[config.mk]
export PLATFORM = sky130hd
export DESIGN_NAME = sdram_burst_arbiter
export DESIGN_NICKNAME = d
export VERILOG_FILES = /design/src/rtl/video_mem_pkg.sv /design/src/rtl/rr_arbiter2.sv /design/src/rtl/sdram_burst_arbiter.sv
export SDC_FILE = /design/constraint.sdc
export NUM_CORES = 1
export LEC_CHECK = 0
export BUFFER_PORTS_ARGS = -buffer_cell sky130_fd_sc_hd__buf_4
export CORE_UTILIZATION = 44
export CTS_CLUSTER_SIZE = 12
export DETAILED_ROUTE_END_ITERATION = 16
export PLACE_DENSITY_LB_ADDON = 0.05
export SLEW_MARGIN = 20
export SYNTH_ARGS = -nofsm -noshare
export SYNTH_HDL_FRONTEND = slang
export SYNTH_HIERARCHICAL = 1
export SYNTH_SLANG_ARGS = --single-unit
[constraint.sdc]
create_clock -name i_clk -period 2.8 [get_ports i_clk]
set_clock_uncertainty 0.15 [all_clocks]
set_input_delay 0.14 -clock i_clk [delete_from_list [all_inputs] [get_ports i_clk]]
set_output_delay 0.14 -clock i_clk [all_outputs]
set_load 0.02 [all_outputs]
[src/rtl/video_mem_pkg.sv]
// rtl/video_mem_pkg.sv - shared states and constants for the frame buffer memory arbiter
package video_mem_pkg;

  typedef enum logic [2:0] {
    WAIT_INIT,
    ARB,
    WR_BURST,
    RD_WAIT,
    RD_BURST,
    GAP,
    FAULT
  } state_t;

  localparam logic CMD_WRITE = 1'b1;
  localparam logic CMD_READ  = 1'b0;

  localparam int DEF_ADDR_WIDTH   = 21;
  localparam int DEF_DATA_WIDTH   = 32;
  localparam int DEF_BURST_WORDS  = 8;
  localparam int DEF_CMD_GAP      = 2;
  localparam int DEF_READ_TIMEOUT = 64;

endpackage

[src/rtl/rr_arbiter2.sv]
// rtl/rr_arbiter2.sv - two-way round-robin arbiter with read priority override
module rr_arbiter2 (
  input  logic i_clk,
  input  logic i_reset,
  input  logic i_req_rd,
  input  logic i_req_wr,
  input  logic i_urgent,
  input  logic i_take,
  output logic o_gnt_rd,
  output logic o_gnt_wr
);

  logic r_last_wr;
  logic w_rd_wins_tie;

  // A tie goes to read when it is urgent or when write was served last
  always_comb begin
    w_rd_wins_tie = i_urgent || r_last_wr;
    o_gnt_rd      = i_req_rd && (!i_req_wr || w_rd_wins_tie);
    o_gnt_wr      = i_req_wr && (!i_req_rd || !w_rd_wins_tie);
  end

  // Remember which side won each arbitration the controller actually took
  always_ff @(posedge i_clk) begin
    if (i_reset) begin
      r_last_wr <= 1'b1;
    end else if (i_take && (o_gnt_rd || o_gnt_wr)) begin
      r_last_wr <= o_gnt_wr;
    end
  end

endmodule

[src/rtl/sdram_burst_arbiter.sv]
// rtl/sdram_burst_arbiter.sv - shares one SDRAM controller port between a burst writer and a burst reader
module sdram_burst_arbiter
  import video_mem_pkg::*;
#(
  parameter int ADDR_WIDTH   = DEF_ADDR_WIDTH,
  parameter int DATA_WIDTH   = DEF_DATA_WIDTH,
  parameter int BURST_WORDS  = DEF_BURST_WORDS,
  parameter int CMD_GAP      = DEF_CMD_GAP,
  parameter int READ_TIMEOUT = DEF_READ_TIMEOUT
) (
  input  logic                  i_clk,
  input  logic                  i_reset,
  input  logic                  i_init_done,
  input  logic                  i_wr_req,
  input  logic [ADDR_WIDTH-1:0] i_wr_addr,
  input  logic [DATA_WIDTH-1:0] i_wr_data_in,
  output logic                  o_wr_grant,
  output logic                  o_wr_data_ack,
  input  logic                  i_rd_req,
  input  logic [ADDR_WIDTH-1:0] i_rd_addr,
  input  logic                  i_rd_urgent,
  output logic                  o_rd_grant,
  output logic [DATA_WIDTH-1:0] o_rd_data_out,
  output logic                  o_rd_data_valid_out,
  output logic                  o_rd_done,
  output logic                  o_cmd,
  output logic                  o_cmd_en,
  output logic [ADDR_WIDTH-1:0] o_addr,
  output logic [DATA_WIDTH-1:0] o_wr_data,
  output logic [3:0]            o_data_mask,
  input  logic [DATA_WIDTH-1:0] i_rd_data,
  input  logic                  i_rd_data_valid,
  input  logic                  i_mem_error,
  output logic                  o_error,
  output logic                  o_busy
);

  localparam int BEAT_W = $clog2(BURST_WORDS + 1);
  localparam int TMO_W  = $clog2(READ_TIMEOUT + 1);
  localparam int GAP_W  = $clog2(CMD_GAP + 1);
  localparam logic [BEAT_W-1:0] LAST_BEAT = BEAT_W'(BURST_WORDS - 1);
  localparam logic [TMO_W-1:0]  TMO_MAX   = TMO_W'(READ_TIMEOUT);
  localparam logic [GAP_W-1:0]  GAP_LAST  = GAP_W'(CMD_GAP - 1);

  state_t                r_state;
  logic [BEAT_W-1:0]     r_beat;
  logic [TMO_W-1:0]      r_tmo;
  logic [GAP_W-1:0]      r_gap;
  logic                  r_cmd_en;
  logic                  r_cmd;
  logic [ADDR_WIDTH-1:0] r_addr;
  logic                  r_wr_grant;
  logic                  r_rd_grant;
  logic                  r_wr_active;
  logic [DATA_WIDTH-1:0] r_rd_data_out;
  logic                  r_rd_valid_out;
  logic                  r_rd_done;
  logic                  r_error;

  logic                  w_arb_slot;
  logic                  w_gnt_rd;
  logic                  w_gnt_wr;
  logic [TMO_W-1:0]      w_tmo_next;

  // The last GAP cycle doubles as an arbitration slot so back-to-back
  // bursts see exactly CMD_GAP idle command cycles between them
  always_comb begin
    w_arb_slot = (r_state == ARB) || ((r_state == GAP) && (r_gap == GAP_LAST));
    w_tmo_next = (r_tmo == TMO_MAX) ? r_tmo : r_tmo + TMO_W'(1);
  end

  rr_arbiter2 u_rr (
    .i_clk    (i_clk),
    .i_reset  (i_reset),
    .i_req_rd (i_rd_req),
    .i_req_wr (i_wr_req),
    .i_urgent (i_rd_urgent),
    .i_take   (w_arb_slot && !i_mem_error),
    .o_gnt_rd (w_gnt_rd),
    .o_gnt_wr (w_gnt_wr)
  );

  // Main burst sequencer; strobes default low every cycle
  always_ff @(posedge i_clk) begin
    if (i_reset) begin
      r_state        <= WAIT_INIT;
      r_beat         <= '0;
      r_tmo          <= '0;
      r_gap          <= '0;
      r_cmd_en       <= 1'b0;
      r_cmd          <= 1'b0;
      r_addr         <= '0;
      r_wr_grant     <= 1'b0;
      r_rd_grant     <= 1'b0;
      r_wr_active    <= 1'b0;
      r_rd_data_out  <= '0;
      r_rd_valid_out <= 1'b0;
      r_rd_done      <= 1'b0;
      r_error        <= 1'b0;
    end else begin
      r_cmd_en       <= 1'b0;
      r_wr_grant     <= 1'b0;
      r_rd_grant     <= 1'b0;
      r_rd_valid_out <= 1'b0;
      r_rd_done      <= 1'b0;
      if ((r_state != WAIT_INIT) && i_mem_error) begin
        r_state     <= FAULT;
        r_error     <= 1'b1;
        r_wr_active <= 1'b0;
      end else begin
        case (r_state)
          WAIT_INIT: begin
            if (i_init_done) r_state <= ARB;
          end
          ARB, GAP: begin
            if (!w_arb_slot) begin
              r_gap <= r_gap + GAP_W'(1);
            end else if (w_gnt_wr) begin
              r_state     <= WR_BURST;
              r_cmd_en    <= 1'b1;
              r_cmd       <= CMD_WRITE;
              r_addr      <= i_wr_addr;
              r_wr_grant  <= 1'b1;
              r_wr_active <= 1'b1;
              r_beat      <= '0;
            end else if (w_gnt_rd) begin
              r_state    <= RD_WAIT;
              r_cmd_en   <= 1'b1;
              r_cmd      <= CMD_READ;
              r_addr     <= i_rd_addr;
              r_rd_grant <= 1'b1;
              r_beat     <= '0;
              r_tmo      <= '0;
            end else begin
              r_state <= ARB;
            end
          end
          WR_BURST: begin
            r_beat <= r_beat + BEAT_W'(1);
            if (r_beat == LAST_BEAT) begin
              r_wr_active <= 1'b0;
              r_state     <= GAP;
              r_gap       <= '0;
            end
          end
          RD_WAIT, RD_BURST: begin
            if (i_rd_data_valid) begin
              r_rd_data_out  <= i_rd_data;
              r_rd_valid_out <= 1'b1;
              r_beat         <= r_beat + BEAT_W'(1);
              if (r_beat == LAST_BEAT) begin
                r_rd_done <= 1'b1;
                r_state   <= GAP;
                r_gap     <= '0;
              end else begin
                r_state <= RD_BURST;
              end
            end else if (r_state == RD_WAIT) begin
              r_tmo <= w_tmo_next;
              if (w_tmo_next == TMO_MAX) begin
                r_state <= FAULT;
                r_error <= 1'b1;
              end
            end
          end
          FAULT: begin
            r_error     <= 1'b1;
            r_wr_active <= 1'b0;
          end
          default: r_state <= WAIT_INIT;
        endcase
      end
    end
  end

  // Write data is passed straight through so each ack names the word on the bus this cycle
  always_comb begin
    o_wr_data     = r_wr_active ? i_wr_data_in : '0;
    o_wr_data_ack = r_wr_active;
    o_busy        = (r_state != WAIT_INIT) && (r_state != ARB);
  end

  assign o_wr_grant          = r_wr_grant;
  assign o_rd_grant          = r_rd_grant;
  assign o_rd_data_out       = r_rd_data_out;
  assign o_rd_data_valid_out = r_rd_valid_out;
  assign o_rd_done           = r_rd_done;
  assign o_cmd               = r_cmd;
  assign o_cmd_en            = r_cmd_en;
  assign o_addr              = r_addr;
  assign o_data_mask         = 4'b0000;
  assign o_error             = r_error;

endmodule

-- Word-level counts from Yosys, hierarchy flattened
Index checks and enable logic that the tools add are counted.
- word-level logic and storage cells: 143
- input bits: 114
- flip-flop bits (word level): 78
- output and inout bits: 98
- reduce and logical (&&, ||, !) cells: 39
- eq/ne operators: 33
- add/subtract/negate cells: 3
- mux-type cells: 46
- bitwise operators: 6
- operators by type and width (kind ; count):
    $mux 21 ; 2
    $mux 7 ; 6
    $mux 32 ; 1
    $ne 3x3->1 const B ; 8
    $mux 3 ; 7
    $ne 2x2->1 const B ; 9
    $mux 4 ; 4
    $reduce_and 4->1 ; 4
    $mux 1 ; 15
    $pmux 3 s5 ; 1
    $eq 7x7->1 const B ; 2
    $pmux 7 s2 ; 1
    $pmux 4 s3 ; 1
    $reduce_and 6->1 ; 2
    $reduce_bool 3->1 ; 4
    $mux 2 ; 5
    $eq 3x3->1 const B ; 3
    $ne 4x4->1 const B ; 2
    $reduce_or 4->1 ; 2
    $add 7x1->7 const B ; 1
    $logic_and 1x1->1 ; 7
    $reduce_and 7->1 ; 1
    $eq 3x2->1 const B ; 2
    $ne 3x1->1 const B ; 2
    other kinds (19) ; 35

-- Longest topological paths before layout
Gate-level depths: netlist of the first run.
- depth in word-level cells: 8
- depth in mapped cells: 9
- depth with buffers taken out: 7

-- By module
Netlist of the first run, hierarchy kept.
- by module, submodules not included (module ; instances ; cells each ; area each (um^2) ; sequential area each (um^2)):
    sdram_burst_arbiter ; 1 ; 453 ; 3697.3 ; 1541.5
    rr_arbiter2 ; 1 ; 9 ; 71.3 ; 20.0

-- Least setup slack after synthesis of the first run
No wires, ideal clock.
- kind: register to register
- start point: reg u_rr.r_last_wr
- end point: reg r_beat[1]
- cell stages (with the launch flop): 9
- setup slack: 0.721 ns
- required time: 2.518 ns
- data arrival time: 1.797 ns
- period minus slack after synthesis: 2.079 ns
- buffers on the path: 1
- setup time: 0.132 ns
- path through: dfxtp_1 -> o21ai_0 -> and2_1 -> clkbuf_1 -> or2_2 -> a311oi_1 -> nor3_1 -> mux2i_1 -> nor3_1
- word-level cells in the longest chain between the ends: 7
- elaborated cells between the ends (all ways): 11
- those cells by class: 1 x eq/ne; 3 x mux; 7 x reduce/logical
- ends and longest elaborated chain (item ; RTL line ; source):
    start: declaration ; rr_arbiter2.sv:13 ; logic r_last_wr;
    start signal: assignment ; rr_arbiter2.sv:28 ; r_last_wr <= o_gnt_wr;
    $logic_or 1x1->1 * ; rr_arbiter2.sv:18 ; w_rd_wins_tie = i_urgent || r_last_wr;
    $logic_not 1->1 * ; rr_arbiter2.sv:20 ; o_gnt_wr = i_req_wr && (!i_req_rd || !w_rd_wins_tie);
    $logic_or 1x1->1 * ; rr_arbiter2.sv:20 ;
    $logic_and 1x1->1 * ; rr_arbiter2.sv:20 ;
    via w_gnt_wr ; sdram_burst_arbiter.sv:62 ; logic w_gnt_wr;
    $mux 4 ; sdram_burst_arbiter.sv:118 ; end else if (w_gnt_wr) begin
    $mux 4 ; sdram_burst_arbiter.sv:116 ; if (!w_arb_slot) begin
    $pmux 4 s3 ; sdram_burst_arbiter.sv:111 ; case (r_state)
    end signal: assignment ; sdram_burst_arbiter.sv:139 ; r_beat <= r_beat + BEAT_W'(1);
    end signal: assignment ; sdram_burst_arbiter.sv:150 ; r_beat <= r_beat + BEAT_W'(1);
    end: declaration ; sdram_burst_arbiter.sv:46 ; logic [BEAT_W-1:0] r_beat;
The timed path passes the listed nets; every way through them passes the cells marked *. The select of a mux whose other input is x is not followed.
A chain may end at the register's enable or synchronous reset.

-- Worst setup path after layout of the first run
- start point: reg r_state[0]
- end point: reg r_addr[1], in the netlist o_addr[1]
- word-level cells in the longest chain between the ends: 4
- elaborated cells between the ends (all ways): 9
- those cells by class: 2 x eq/ne; 1 x bitwise; 6 x reduce/logical
- ends and longest elaborated chain (item ; RTL line ; source):
    start: declaration ; sdram_burst_arbiter.sv:45 ; state_t r_state;
    start signal: assignment ; sdram_burst_arbiter.sv:86 ; r_state <= WAIT_INIT;
    start signal: assignment ; sdram_burst_arbiter.sv:107 ; r_state <= FAULT;
    start signal: assignment ; sdram_burst_arbiter.sv:113 ; if (i_init_done) r_state <= ARB;
    $eq 3x3->1 or $reduce_bool 3->1 (tied branches) ; sdram_burst_arbiter.sv:68, sdram_burst_arbiter.sv:111, sdram_burst_arbiter.sv:106 ;
    $logic_and 1x1->1, on equally long branches ; sdram_burst_arbiter.sv:68, sdram_burst_arbiter.sv:106 ;
    $logic_or 1x1->1 or $not 1->1 (tied branches) ; -- ;
    $reduce_and 4->1 (no source line) * ; -- ;
    end signal: assignment ; sdram_burst_arbiter.sv:122 ; r_addr <= i_wr_addr;
    end signal: assignment ; sdram_burst_arbiter.sv:130 ; r_addr <= i_rd_addr;
    end: declaration ; sdram_burst_arbiter.sv:51 ; logic [ADDR_WIDTH-1:0] r_addr;
Every way passes the cells marked *; elsewhere a longest branch is shown, timed or not.

==> insert_results.sql, run 1 <==
INSERT INTO impl_metrics (metric_group, metric, value, unit) VALUES
('job', 'cap_viol_max_count', '0', ''),
('power', 'sequentialPowerShare', '38.1', '%'),
('sta', 'timing.final.max_slew_violations', '0', ''),
('floorplan', 'initial_util', '45.6', '%'),
('layout', 'layout.cells.non_filler', '822', ''),
('global_routing', 'maximum_number_of_pins_on_one_net_before_global_route_repair', '48', ''),
('floorplan', 'die_area', '0.00894', 'sq mm'),
('yosys', 'synth_top_cell_by_area', 'sky130_fd_sc_hd__dfxtp_1', ''),
('yosys', 'postSynthAreaPerCell', '8.16', 'sq um'),
('clocking', 'cts.htree.levels', '3', ''),
('worst_setup_path', 'worstPathArrival', '2.56', 'ns'),
('worst_setup_path', 'slowest_cell_delay_on_critical_path', '0.68', 'ns'),
('route', 'first_pass_iters', '4', ''),
('clocking', 'clk-insertion-delay-late', '0.35', 'ns'),
('clocking', 'cts_max_path_buffers', '2', ''),
('sta', 'max_slew.worst_pin.slew', '0.804', 'ns'),
('route', 'totalWireLength', '11.5', 'mm'),
('outcome', 'status', 'finished, final reports clean', ''),
('min_path', 'min_from', 'i_wr_addr[18]', ''),
('power', 'logic_gate_share_of_total_power', '39.5', '%'),
('worst_setup_path', 'slowest_stage_cell_on_the_critical_path', 'sky130_fd_sc_hd__dfxtp_1', ''),
('floorplan', 'std_cell_rows', '33', ''),
('yosys', 'synth_area_leaders', 'sky130_fd_sc_hd__dfxtp_1 41%, sky130_fd_sc_hd__nand2_1 7.4%, sky130_fd_sc_hd__mux2i_1 6.4%', ''),
('global_routing', 'grt_ovf', '0', ''),
('worst_setup_path', 'path_class', 'reg2reg', ''),
('layout', 'nNetsFinal', '831', ''),
('route', 'route.vias.total', '4147', ''),
('worst_setup_path', 'cp-end-kind', 'flop', ''),
('yosys', 'synth-seq-area-share', '41.4', '%'),
('sta', 'post-route-min-period', '2.46', 'ns'),
('worst_setup_path', 'reg2reg_depth', '6', ''),
('worst_setup_path', 'crit_path_start_kind', 'flop', ''),
('clocking', 'cts.sinks', '78', ''),
('clocking', 'numCtsBuffers', '9', ''),
('worst_setup_path', 'reg2reg_setup_slack', '0.34', 'ns'),
('power', 'p_int', '2.33', 'mW'),
('route', 'route.detailed.wl_per_inst', '14.0', 'um'),
('global_routing', 'grt_pass1_wl', '17.4', 'mm'),
('clocking', 'cts_tree', 'done', ''),
('clocking', 'cts_setup_buffers', '0', ''),
('clocking', 'post_cts_resize_count', '0', ''),
('layout', 'area_delta_synth_final', '62.8', '%'),
('worst_setup_path', 'worstReg2RegStart', 'r_state[0]', ''),
('placed_design', 'io_buffer_count', '207', ''),
('sta', 'layout_worst_path_cycle_share', '87.9', '%'),
('yosys', 'ys.flop_type', 'sky130_fd_sc_hd__dfxtp_1', ''),
('power', 'power.density_cell_area', '598', 'mW/mm^2'),
('floorplan', 'placeableCoreArea', '0.00826', 'sq mm'),
('yosys', 'synthesis.instances', '462', ''),
('power', 'power.static_leakage', '2.67', 'nW'),
('route', 'vias_per_cell', '5.05', ''),
('global_routing', 'vias_in_the_first_global_route', '3834', ''),
('worst_setup_path', 'crit_path_cell_trace', 'nor2b_1 > nand2_1 > nor3_2 > buf_4 > nor2_1 > a211oi_1', ''),
('yosys', 'synth.top_cells.by_count', '78 x sky130_fd_sc_hd__dfxtp_1, 74 x sky130_fd_sc_hd__nand2_1, 42 x sky130_fd_sc_hd__a21oi_1, 36 x sky130_fd_sc_hd__and2_1, 35 x sky130_fd_sc_hd__nor2_1', ''),
('route', 'post-route-drc-count', '0', ''),
('worst_setup_path', 'worst_r2r_endpoint', 'o_addr[1]', ''),
('global_routing', 'antenna_found_initial', '0', ''),
('route', 'antenna_violating_nets_post_route', '0', ''),
('worst_setup_path', 'cp_data_required_time', '2.90', 'ns'),
('power', 'p_sw', '1.35', 'mW'),
('yosys', 'synthMostInstantiatedCell', 'sky130_fd_sc_hd__dfxtp_1', ''),
('placed_design', 'post-place-cells', '749', ''),
('placed_design', 'dp_hpwl', '7.67', 'mm'),
('yosys', 'synthDominantCellAreaShare', '41.4', '%'),
('worst_setup_path', 'biggest_fanout_along_the_worst_timing_path', '47', ''),
('global_routing', 'grt.total_usage', '24.7', '%'),
('min_path', 'timing.hold.worst_path_depth', '3', ''),
('floorplan', 'ioPinCount', '212', ''),
('yosys', 'asyncSetResetFlopFracSynth', '0', '%'),
('sta', 'fin_setup_tns', '0', 'ns'),
('power', 'ir_worst_vdd', '0.000321', 'V');
critical path, delay by kind of cell, from the launching register on:
family	cells	cell delay, ns
AO/OA/AOI/OAI	1	0.30
AND/OR/NAND/NOR	4	0.78
buffers and inverters	1	0.42
flip-flops	1	0.68
logic make-up (layout without fill, tap and decap cells):
group | after synthesis | after routing | share of synthesized area (%)
XOR/XNOR | 7 | 7 | 1.63
flip-flops | 78 | 78 | 41.4
buffers and inverters | 43 | 295 | 4.98
other | 1 | 4 | 0.0995
AND/OR/NAND/NOR | 199 | 199 | 26.0
multiplexers | 25 | 25 | 6.67
adder cells (fa/ha/maj) | 4 | 4 | 1.33
AO/OA/AOI/OAI | 105 | 105 | 17.8
registers in the layout, summed over array words and instances (netlist names):
| signal | cells |
|---|---|
| o_rd_done | 1 |
| o_cmd_en | 1 |
| o_rd_data_out | 32 |
| u_rr/r_last_wr | 1 |
| r_tmo | 7 |
| o_wr_data_ack | 1 |
| o_addr | 21 |
| o_error | 1 |
| o_rd_data_valid_out | 1 |
| r_beat | 4 |
| r_state | 3 |
| o_rd_grant | 1 |
| o_wr_grant | 1 |
| r_gap | 2 |
| o_cmd | 1 |
through the flow:
stage | power (mW) | setup WS [ns] | utilization (%) | instance area [sq um] | hold slack [ns]
floorplan | 2.27 | 0.721 | - | 3780 | 0.0978
global placement | 2.74 | 0.575 | 65.0 | 5370 | 0.199
detailed placement | 2.77 | 0.523 | 65.0 | 5370 | 0.209
CTS | 3.67 | 0.470 | 74.3 | 6140 | 0.000316
global route | 3.88 | 0.263 | 74.3 | 6140 | 0.0197
finish | 3.67 | 0.339 | 74.3 | 6140 | 0.0103
power groups by stage:
stage,sequential [mW],combinational (mW),clock (mW)
after floorplan,1.48,0.789,0
after global placement,1.41,1.33,0
after detailed placement,1.42,1.36,0
after CTS,1.40,1.44,0.841
after global routing,1.42,1.58,0.882
final,1.40,1.45,0.823
final cells by class:
cell class / count / area [sq um]
clock inverter: 6 / 62.6
timing repair buffer: 273 / 2190
clock buffer: 9 / 124
tap: 105 / 131
fill: 636 / 2120
multi-input combinational: 344 / 2040
sequential: 78 / 1560
inverter: 7 / 26.3
per-layer routing:
| layer | share of wire [%] | GRT usage, % | vias up |
|---|---|---|---|
| met1 | 40 | 28.0 | 1869 |
| met5 | 0 | 0 | - |
| met3 | 6.3 | 6.68 | 23 |
| met4 | 1.9 | 8.71 | 0 |
| li1 | - | - | 2095 |
| met2 | 51 | 44.1 | 160 |
worst max path at each step:
| stage | start | to | slack (ns) | cells past startpoint |
|---|---|---|---|---|
| floorplan | u_rr/r_last_wr | r_beat[1] | 0.72 | 8 |
| global placement | r_state[0] | o_cmd | 0.58 | 6 |
| detailed placement | r_state[0] | o_cmd | 0.52 | 6 |
| CTS | r_state[0] | u_rr/r_last_wr | 0.47 | 6 |
| global route | r_state[0] | o_addr[1] | 0.26 | 6 |
| finish | r_state[0] | o_addr[1] | 0.34 | 6 |
placed cells by master (no fill, tap or decap), types with 9 or more instances in the layout:
cell,Yosys,routed
sky130_fd_sc_hd__clkbuf_8,0,9
sky130_fd_sc_hd__nand2_1,74,74
sky130_fd_sc_hd__dfxtp_1,78,78
sky130_fd_sc_hd__buf_4,4,215
sky130_fd_sc_hd__nor2_1,35,35
sky130_fd_sc_hd__a211oi_1,23,23
sky130_fd_sc_hd__a21oi_1,42,42
sky130_fd_sc_hd__mux2i_1,24,24
sky130_fd_sc_hd__nor2b_1,9,9
sky130_fd_sc_hd__and2_1,36,36
sky130_fd_sc_hd__dlygate4sd3_1,0,58
sky130_fd_sc_hd__o21ai_0,12,12
sky130_fd_sc_hd__nor3_1,10,9
timing repair:
action | 4_1_cts | 5_1_grt
setup endpoints to repair | 0 | 0
endpoints found under the hold margin | 46 | 0
hold buffers | 58 | 0
No activity file was read; power rests on OpenSTA's default activity.
==> run 2, diff against run 1 <==
--- a/config.mk
+++ b/config.mk
@@ -5,6 +5,7 @@
 export SDC_FILE = /design/constraint.sdc
 export NUM_CORES = 1
 export LEC_CHECK = 0
+export ABC_AREA = 1
 export BUFFER_PORTS_ARGS = -buffer_cell sky130_fd_sc_hd__buf_4
 export CORE_UTILIZATION = 44
 export CTS_CLUSTER_SIZE = 12
==> run 2 against run 1 <==
  * Critical path depth is 5 higher
  * Total power is 5.5% higher
  * Clock-buffer cell count stayed put
  * Largest power group unchanged
  * Critical endpoint is now u_rr/r_last_wr
  * Sequential cell count stayed put
  * Via count is 11% higher
  * Critical path type unchanged
  * Sequential power hardly changed
  * Worst setup slack worse by 0.18 ns
  * Utilization is 2.4 points higher
  * First-iteration DRC count is 100% higher
==> insert_results.sql, run 2 <==
INSERT INTO impl_metrics (metric_group, metric, value, unit) VALUES
('placed_design', 'io_buffer_count', '207', ''),
('route', 'post-route-drc-count', '0', ''),
('worst_setup_path', 'slowest_cell_delay_on_critical_path', '0.56', 'ns'),
('floorplan', 'ioPinCount', '212', ''),
('yosys', 'ys.flop_type', 'sky130_fd_sc_hd__dfxtp_1', ''),
('clocking', 'cts_tree', 'done', ''),
('worst_setup_path', 'cp-end-kind', 'flop', ''),
('yosys', 'synth_seq_cells', '78', ''),
('route', 'dr.first_iter.drc_count', '287', ''),
('floorplan', 'placeableCoreArea', '0.00826', 'sq mm'),
('placed_design', 'dp_hpwl', '8.44', 'mm'),
('floorplan', 'std_cell_rows', '33', ''),
('placed_design', 'finalWeightedCongestion', '0.892', ''),
('yosys', 'synth_area_leaders', 'sky130_fd_sc_hd__dfxtp_1 41%, sky130_fd_sc_hd__nand2_1 15%, sky130_fd_sc_hd__nand3_1 6.5%', ''),
('sta', 'setup_viol_count_final', '0', ''),
('placed_design', 'post-place-cells', '834', ''),
('global_routing', 'grt_ovf', '0', ''),
('route', 'totalWireLength', '13.2', 'mm'),
('sta', 'fmax', '378', 'MHz'),
('power', 'ir_worst_vdd', '0.000331', 'V'),
('layout', 'layout.filler_cells', '597', ''),
('layout', 'area_delta_synth_final', '67.2', '%'),
('worst_setup_path', 'crit_buf_inv', '5', ''),
('global_routing', 'vias_in_the_first_global_route', '4375', ''),
('worst_setup_path', 'reg2reg_setup_slack', '0.15', 'ns'),
('worst_setup_path', 'slowest_stage_cell_on_the_critical_path', 'sky130_fd_sc_hd__dlygate4sd3_1', ''),
('worst_setup_path', 'crit_path_cell_trace', 'inv_1 > nand2_2 > nor2_2 > inv_1 > nor2_1 > o21ai_2 > inv_1 > nand2_1 > dlygate4sd3_1 > nand3_1 > dlygate4sd3_1', ''),
('worst_setup_path', 'biggest_fanout_along_the_worst_timing_path', '6', ''),
('floorplan', 'chipWidth', '94.8', 'um'),
('route', 'antenna_violating_nets_post_route', '0', ''),
('layout', 'layout.cells.non_filler', '929', ''),
('worst_setup_path', 'cp_common_cell', 'sky130_fd_sc_hd__inv_1', ''),
('layout', 'most-common-layout-cells', '211 x sky130_fd_sc_hd__buf_4, 147 x sky130_fd_sc_hd__nand2_1, 78 x sky130_fd_sc_hd__dlygate4sd3_1, 78 x sky130_fd_sc_hd__dfxtp_1, 56 x sky130_fd_sc_hd__inv_1', ''),
('floorplan', 'initial_util', '45.9', '%'),
('layout', 'antennaDiodeCount', '0', ''),
('yosys', 'synthMostInstantiatedCell', 'sky130_fd_sc_hd__nand2_1', ''),
('sta', 'rsz_0062_raised_after_global_routing', 'no', ''),
('route', 'first_pass_iters', '5', ''),
('clocking', 'numCtsBuffers', '9', ''),
('outcome', 'status', 'finished, final reports clean', ''),
('sta', 'layout_worst_path_cycle_share', '94.5', '%'),
('floorplan', 'die-height', '94.8', 'um'),
('yosys', 'synth_top_cell_by_area', 'sky130_fd_sc_hd__dfxtp_1', ''),
('yosys', 'synth-seq-area-share', '41.2', '%'),
('route', 'vias_per_cell', '4.94', ''),
('global_routing', 'antenna_found_initial', '0', ''),
('floorplan', 'die_area', '0.00898', 'sq mm'),
('layout', 'drive_gt1_share', '31.8', '%'),
('yosys', 'mappedNetlistArea', '0.00379', 'sq mm'),
('min_path', 'holdCritPathClass', 'in2reg', ''),
('worst_setup_path', 'worstPathArrival', '2.80', 'ns'),
('clocking', 'cts_max_path_buffers', '2', ''),
('route', 'route.detailed.wl_per_inst', '14.2', 'um'),
('power', 'power.density_cell_area', '612', 'mW/mm^2'),
('worst_setup_path', 'cp_data_required_time', '2.95', 'ns'),
('global_routing', 'maximum_number_of_pins_on_one_net_before_global_route_repair', '45', ''),
('layout', 'nNetsFinal', '937', ''),
('worst_setup_path', 'crit_path_start_kind', 'flop', ''),
('clocking', 'clk-insertion-delay-late', '0.35', 'ns'),
('worst_setup_path', 'critical_path.top_delay_family', 'buffers and inverters', ''),
('sta', 'max_slew_margin', '52.1', '%'),
('clocking', 'cts.sinks', '78', ''),
('yosys', 'postSynthAreaPerCell', '6.90', 'sq um'),
('yosys', 'synthDominantCellAreaShare', '41.2', '%'),
('clocking', 'cts.htree.levels', '3', ''),
('sta', 'finalHoldViolations', '0', ''),
('yosys', 'synthesis.instances', '549', ''),
('route', 'route.vias.total', '4587', ''),
('yosys', 'synth_enable_flop_cells', '0', ''),
('sta', 'timing.final.max_slew_violations', '0', ''),
('layout', 'most_frequent_standard_cell_in_the_layout_excluding_fill_and_tap_cells', 'sky130_fd_sc_hd__buf_4', ''),
('clocking', 'worst_setup_hold_path_clk_slew', '0.09', 'ns'),
('global_routing', 'grt.total_usage', '29.1', '%'),
('yosys', 'yosys.cell_types.count', '36', ''),
('yosys', 'synth.top_cells.by_count', '147 x sky130_fd_sc_hd__nand2_1, 78 x sky130_fd_sc_hd__dfxtp_1, 57 x sky130_fd_sc_hd__inv_1, 49 x sky130_fd_sc_hd__nand3_1, 46 x sky130_fd_sc_hd__a21oi_1', ''),
('clocking', 'root_buffer_cell', 'sky130_fd_sc_hd__clkbuf_8', ''),
('job', 'cap_viol_max_count', '0', ''),
('sta', 'max_slew.worst_pin.slew', '0.717', 'ns'),
('yosys', 'synth_warnings', '6', ''),
('clocking', 'cts_setup_buffers', '0', ''),
('layout', 'largest_register_ffs', '32', ''),
('worst_setup_path', 'path_class', 'reg2reg', ''),
('yosys', 'asyncSetResetFlopFracSynth', '0', '%'),
('power', 'power.static_leakage', '3.18', 'nW'),
('global_routing', 'grt_pass1_wl', '20.4', 'mm'),
('sta', 'fin_setup_tns', '0', 'ns'),
('sta', 'post-route-min-period', '2.65', 'ns');
-- run 2: cell count changes after synthesis, moves of 7 or more --
cell / delta
sky130_fd_sc_hd__nand2_1: +73
sky130_fd_sc_hd__inv_2: +7
sky130_fd_sc_hd__a31oi_1: +18
sky130_fd_sc_hd__a211oi_1: -23
sky130_fd_sc_hd__and2_1: -35
sky130_fd_sc_hd__nand2_2: +7
sky130_fd_sc_hd__o21ai_0: +14
sky130_fd_sc_hd__nor3_1: -9
sky130_fd_sc_hd__inv_1: +50
sky130_fd_sc_hd__nand3_1: +45
sky130_fd_sc_hd__mux2i_1: -24
sky130_fd_sc_hd__nor2b_1: -9
-- run 2: layer usage --
metal	wire length [um]	global-route usage, %
met1	5390	35.6
met2	6460	48.3
met3	1020	7.41
met4	359	11.9
met5	0	0
-- run 2: worst reg2reg max path: stages, from the launching register on --
cell and delay, ns:
sky130_fd_sc_hd__dfxtp_1 0.37, sky130_fd_sc_hd__inv_1 0.15, sky130_fd_sc_hd__nand2_2 0.13, sky130_fd_sc_hd__nor2_2 0.17, sky130_fd_sc_hd__inv_1 0.08, sky130_fd_sc_hd__nor2_1 0.16, sky130_fd_sc_hd__o21ai_2 0.09, sky130_fd_sc_hd__inv_1 0.06
sky130_fd_sc_hd__nand2_1 0.06, sky130_fd_sc_hd__dlygate4sd3_1 0.56, sky130_fd_sc_hd__nand3_1 0.07, sky130_fd_sc_hd__dlygate4sd3_1 0.55
-- run 2: kinds of logic after synthesis --
| family | after synthesis | share of synthesized area, % |
|---|---|---|
| other | 1 | 0.0990 |
| AND/OR/NAND/NOR | 261 | 30.5 |
| AO/OA/AOI/OAI | 104 | 15.3 |
| XOR/XNOR | 2 | 0.463 |
| flip-flops | 78 | 41.2 |
| buffers and inverters | 99 | 11.1 |
| adder cells (fa/ha/maj) | 4 | 1.32 |
-- run 2: per-stage QoR --
step           total power, mW  hold slack (ns)  instance area (sq um)  util (%)  worst slack, ns
2_1_floorplan             2.41           0.0976                   3800         -             1.08
3_3_place_gp              2.88            0.274                   5340      64.7            0.786
3_5_place_dp              2.92            0.282                   5340      64.7            0.634
4_1_cts                   3.83           0.0611                   6300      76.3           0.0916
5_1_grt                   4.12           0.0784                   6330      76.7           0.0331
6_report                  3.87           0.0684                   6330      76.7            0.154
-- run 2: cell type report --
| type | instances | area, sq um | share of cell area (%) |
|---|---|---|---|
| clock inverters | 7 | 56.3 | 0.889 |
| repair buffers | 289 | 2360 | 37.3 |
| multi-input cells | 375 | 1820 | 28.8 |
| repair inverters | 1 | 7.51 | 0.119 |
| inverters | 65 | 264 | 4.17 |
| flip-flops and latches | 78 | 1560 | 24.7 |
| well taps | 105 | 131 | 2.07 |
| clock buffers | 9 | 124 | 1.96 |
-- run 2: power by group --
part	total, mW	internal, mW	leakage, nW	switching [mW]
clock network	0.793	0.331	0.0789	0.462
logic	1.69	0.693	2.47	0.998
registers	1.39	1.28	0.632	0.115
total	3.87	2.30	3.18	1.58
-- run 2: path summary, 6_finish.rpt --
path,from,endpoint,cells after the start
max,r_state[1],u_rr/r_last_wr,11
min,i_mem_error,o_rd_data_out[27],4
max reg2reg,r_state[1],u_rr/r_last_wr,11
min reg2reg,o_rd_data_out[31],o_rd_data_out[31],2
-- run 2: repair_timing --
| item | CTS | global route |
|---|---|---|
| setup endpoints to repair | 0 | 21 |
| resized for setup | 0 | 8 |
| hold endpoints to repair | 54 | 0 |
| hold buffers | 78 | 0 |
==> run 3, diff against run 2 <==
--- a/config.mk
+++ b/config.mk
@@ -7,6 +7,7 @@
 export LEC_CHECK = 0
 export ABC_AREA = 1
 export BUFFER_PORTS_ARGS = -buffer_cell sky130_fd_sc_hd__buf_4
+export CORE_ASPECT_RATIO = 1.1
 export CORE_UTILIZATION = 44
 export CTS_CLUSTER_SIZE = 12
 export DETAILED_ROUTE_END_ITERATION = 16
==> run 3 against run 2 <==
  * Worst setup slack worse by 0.019 ns
  * Worst hold slack worse by 0.0050 ns
  * Clock-buffer cell count stayed put
  * Fmax fell by 0.71%
  * Sequential share of layout area barely moved
  * Combinational power about the same
  * Sequential cell count stayed put
  * Die area hardly changed
  * Global-route usage down 0.54 points
  * Via count is 1.7% higher
  * Non-clock buffer count is 1 lower
  * Critical endpoint unchanged
  * Largest cell class unchanged
  * Highest routed layer unchanged
==> insert_results.sql, run 3 (same netlist as run 2, synthesis figures left out) <==
INSERT INTO impl_metrics (metric_group, metric, value, unit) VALUES
('outcome', 'status', 'finished, final reports clean', ''),
('floorplan', 'ioPinCount', '212', ''),
('clocking', 'cts_setup_buffers', '0', ''),
('global_routing', 'grt.total_usage', '28.5', '%'),
('clocking', 'root_buffer_cell', 'sky130_fd_sc_hd__clkbuf_8', ''),
('layout', 'area_delta_synth_final', '67.0', '%'),
('layout', 'multi_input_logic_area', '0.00182', 'sq mm'),
('worst_setup_path', 'worstPathArrival', '2.76', 'ns'),
('power', 'power.density_cell_area', '611', 'mW/mm^2'),
('sta', 'rsz_0062_raised_after_global_routing', 'no', ''),
('floorplan', 'chipWidth', '90.5', 'um'),
('worst_setup_path', 'crit_path_start_kind', 'flop', ''),
('sta', 'finalHoldViolations', '0', ''),
('layout', 'area.sequential', '0.00156', 'sq mm'),
('worst_setup_path', 'path_class', 'reg2reg', ''),
('clocking', 'cts.htree.levels', '3', ''),
('worst_setup_path', 'slowest_stage_cell_on_the_critical_path', 'sky130_fd_sc_hd__dlygate4sd3_1', ''),
('placed_design', 'io_buffer_count', '207', ''),
('clocking', 'cts.sinks', '78', ''),
('clocking', 'clk-insertion-delay-late', '0.35', 'ns'),
('route', 'post-route-drc-count', '0', ''),
('sta', 'max_slew_margin', '53.8', '%'),
('worst_setup_path', 'biggest_fanout_along_the_worst_timing_path', '6', ''),
('sta', 'setup_viol_count_final', '0', ''),
('power', 'power', '3.87', 'mW'),
('floorplan', 'placeableCoreArea', '0.00836', 'sq mm'),
('route', 'dr.first_iter.drc_count', '251', ''),
('sta', 'fmax', '375', 'MHz'),
('sta', 'fin_setup_tns', '0', 'ns'),
('layout', 'layout.filler_cells', '631', ''),
('layout', 'nNetsFinal', '935', ''),
('worst_setup_path', 'cp-end-kind', 'flop', ''),
('layout', 'antennaDiodeCount', '0', ''),
('floorplan', 'std_cell_rows', '35', ''),
('placed_design', 'dp_hpwl', '8.60', 'mm'),
('layout', 'most-common-layout-cells', '211 x sky130_fd_sc_hd__buf_4, 147 x sky130_fd_sc_hd__nand2_1, 78 x sky130_fd_sc_hd__dfxtp_1', ''),
('sta', 'layout_worst_path_cycle_share', '95.2', '%'),
('clocking', 'worst_setup_hold_path_clk_slew', '0.09', 'ns'),
('floorplan', 'initial_util', '45.3', '%'),
('layout', 'most_frequent_standard_cell_in_the_layout_excluding_fill_and_tap_cells', 'sky130_fd_sc_hd__buf_4', ''),
('clocking', 'cts_max_path_buffers', '2', ''),
('min_path', 'holdCritPathClass', 'in2reg', ''),
('worst_setup_path', 'reg2reg_setup_slack', '0.14', 'ns'),
('global_routing', 'maximum_number_of_pins_on_one_net_before_global_route_repair', '45', ''),
('floorplan', 'die-height', '99.3', 'um'),
('power', 'power.static_leakage', '3.19', 'nW'),
('global_routing', 'grt_pass1_wl', '20.7', 'mm'),
('sta', 'post-route-min-period', '2.66', 'ns'),
('power', 'ir_worst_vdd', '0.000420', 'V'),
('global_routing', 'grt_ovf', '0', ''),
('sta', 'max_slew.worst_pin.slew', '0.692', 'ns'),
('worst_setup_path', 'cp_data_required_time', '2.90', 'ns'),
('route', 'route.detailed.wl_per_inst', '14.0', 'um'),
('sta', 'timing.final.max_slew_violations', '0', ''),
('worst_setup_path', 'crit_path_cell_trace', 'inv_1 > nand2_2 > nor2_2 > inv_1 > nor2_1 > o21ai_2 > dlygate4sd3_1 > nand2_1 > nand3_1 > dlygate4sd3_1', ''),
('global_routing', 'antenna_found_initial', '0', ''),
('placed_design', 'finalWeightedCongestion', '1.00', ''),
('global_routing', 'vias_in_the_first_global_route', '4412', ''),
('route', 'first_pass_iters', '5', ''),
('layout', 'largest_register_ffs', '32', ''),
('route', 'vias_per_cell', '5.00', ''),
('route', 'antenna_violating_nets_post_route', '0', ''),
('clocking', 'cts_tree', 'done', ''),
('layout', 'drive_gt1_share', '31.8', '%'),
('floorplan', 'die_area', '0.00898', 'sq mm'),
('job', 'cap_viol_max_count', '0', ''),
('clocking', 'numCtsBuffers', '9', ''),
('worst_setup_path', 'slowest_cell_delay_on_critical_path', '0.57', 'ns'),
('route', 'route.vias.total', '4667', ''),
('route', 'totalWireLength', '13.1', 'mm');
==> run 3: power by group <==
part           internal [mW]  leakage, nW  switching (mW)
clock                  0.332       0.0877           0.453
combinational          0.693         2.47            1.00
sequential              1.28        0.632           0.112
total                   2.30         3.19            1.57
==> run 3: area by class of cell <==
class	count	share of cell area [%]
inverters	65	4.17
clock inverters	7	0.910
flip-flops and latches	78	24.7
well taps	111	2.20
repair buffers	288	37.2
multi-input cells	375	28.8
clock buffers	9	1.96
==> run 3: path summary, 6_finish.rpt <==
path	startpoint	endpoint	cells past startpoint
min reg2reg	r_gap[1]	r_gap[1]	2
max reg2reg	r_state[1]	u_rr/r_last_wr	10
min	i_rd_req	o_cmd_en	5
max	r_state[1]	u_rr/r_last_wr	10
==> run 3: critical path: cells and delay by family (launching register included) <==
kind | cells | cell delay (ns)
flops | 1 | 0.37
simple gates | 5 | 0.60
buf+inv | 4 | 1.37
compound gates | 1 | 0.07
==> run 3: repair_timing <==
item | in CTS | in global routing
hold endpoints to repair | 54 | 0
hold buffers | 77 | 0
gates resized for setup | 0 | 7
endpoints found under the setup margin | 0 | 21
==> run 3: through the flow <==
stage | setup slack (ns) | cells | util, % | hold WS (ns) | cell area, sq um
5_1_grt | 0.0271 | 933 | 75.6 | 0.0660 | 6320
3_5_place_dp | 0.591 | 840 | 63.9 | 0.279 | 5350
2_1_floorplan | 1.08 | 552 | - | 0.0976 | 3800
4_1_cts | 0.0389 | 933 | 75.3 | 0.0596 | 6300
6_report | 0.135 | 933 | 75.6 | 0.0634 | 6320
3_3_place_gp | 0.706 | 840 | 63.9 | 0.275 | 5350
==> run 3: routing by layer <==
metal	wire length (um)	part of all wire, %	up-vias	GRT usage (%)
li1	-	-	2303	-
met1	5520	42	2129	34.5
met2	6350	49	201	48.7
met3	798	6.1	34	6.12
met4	405	3.1	0	12.8
met5	0	0	-	0
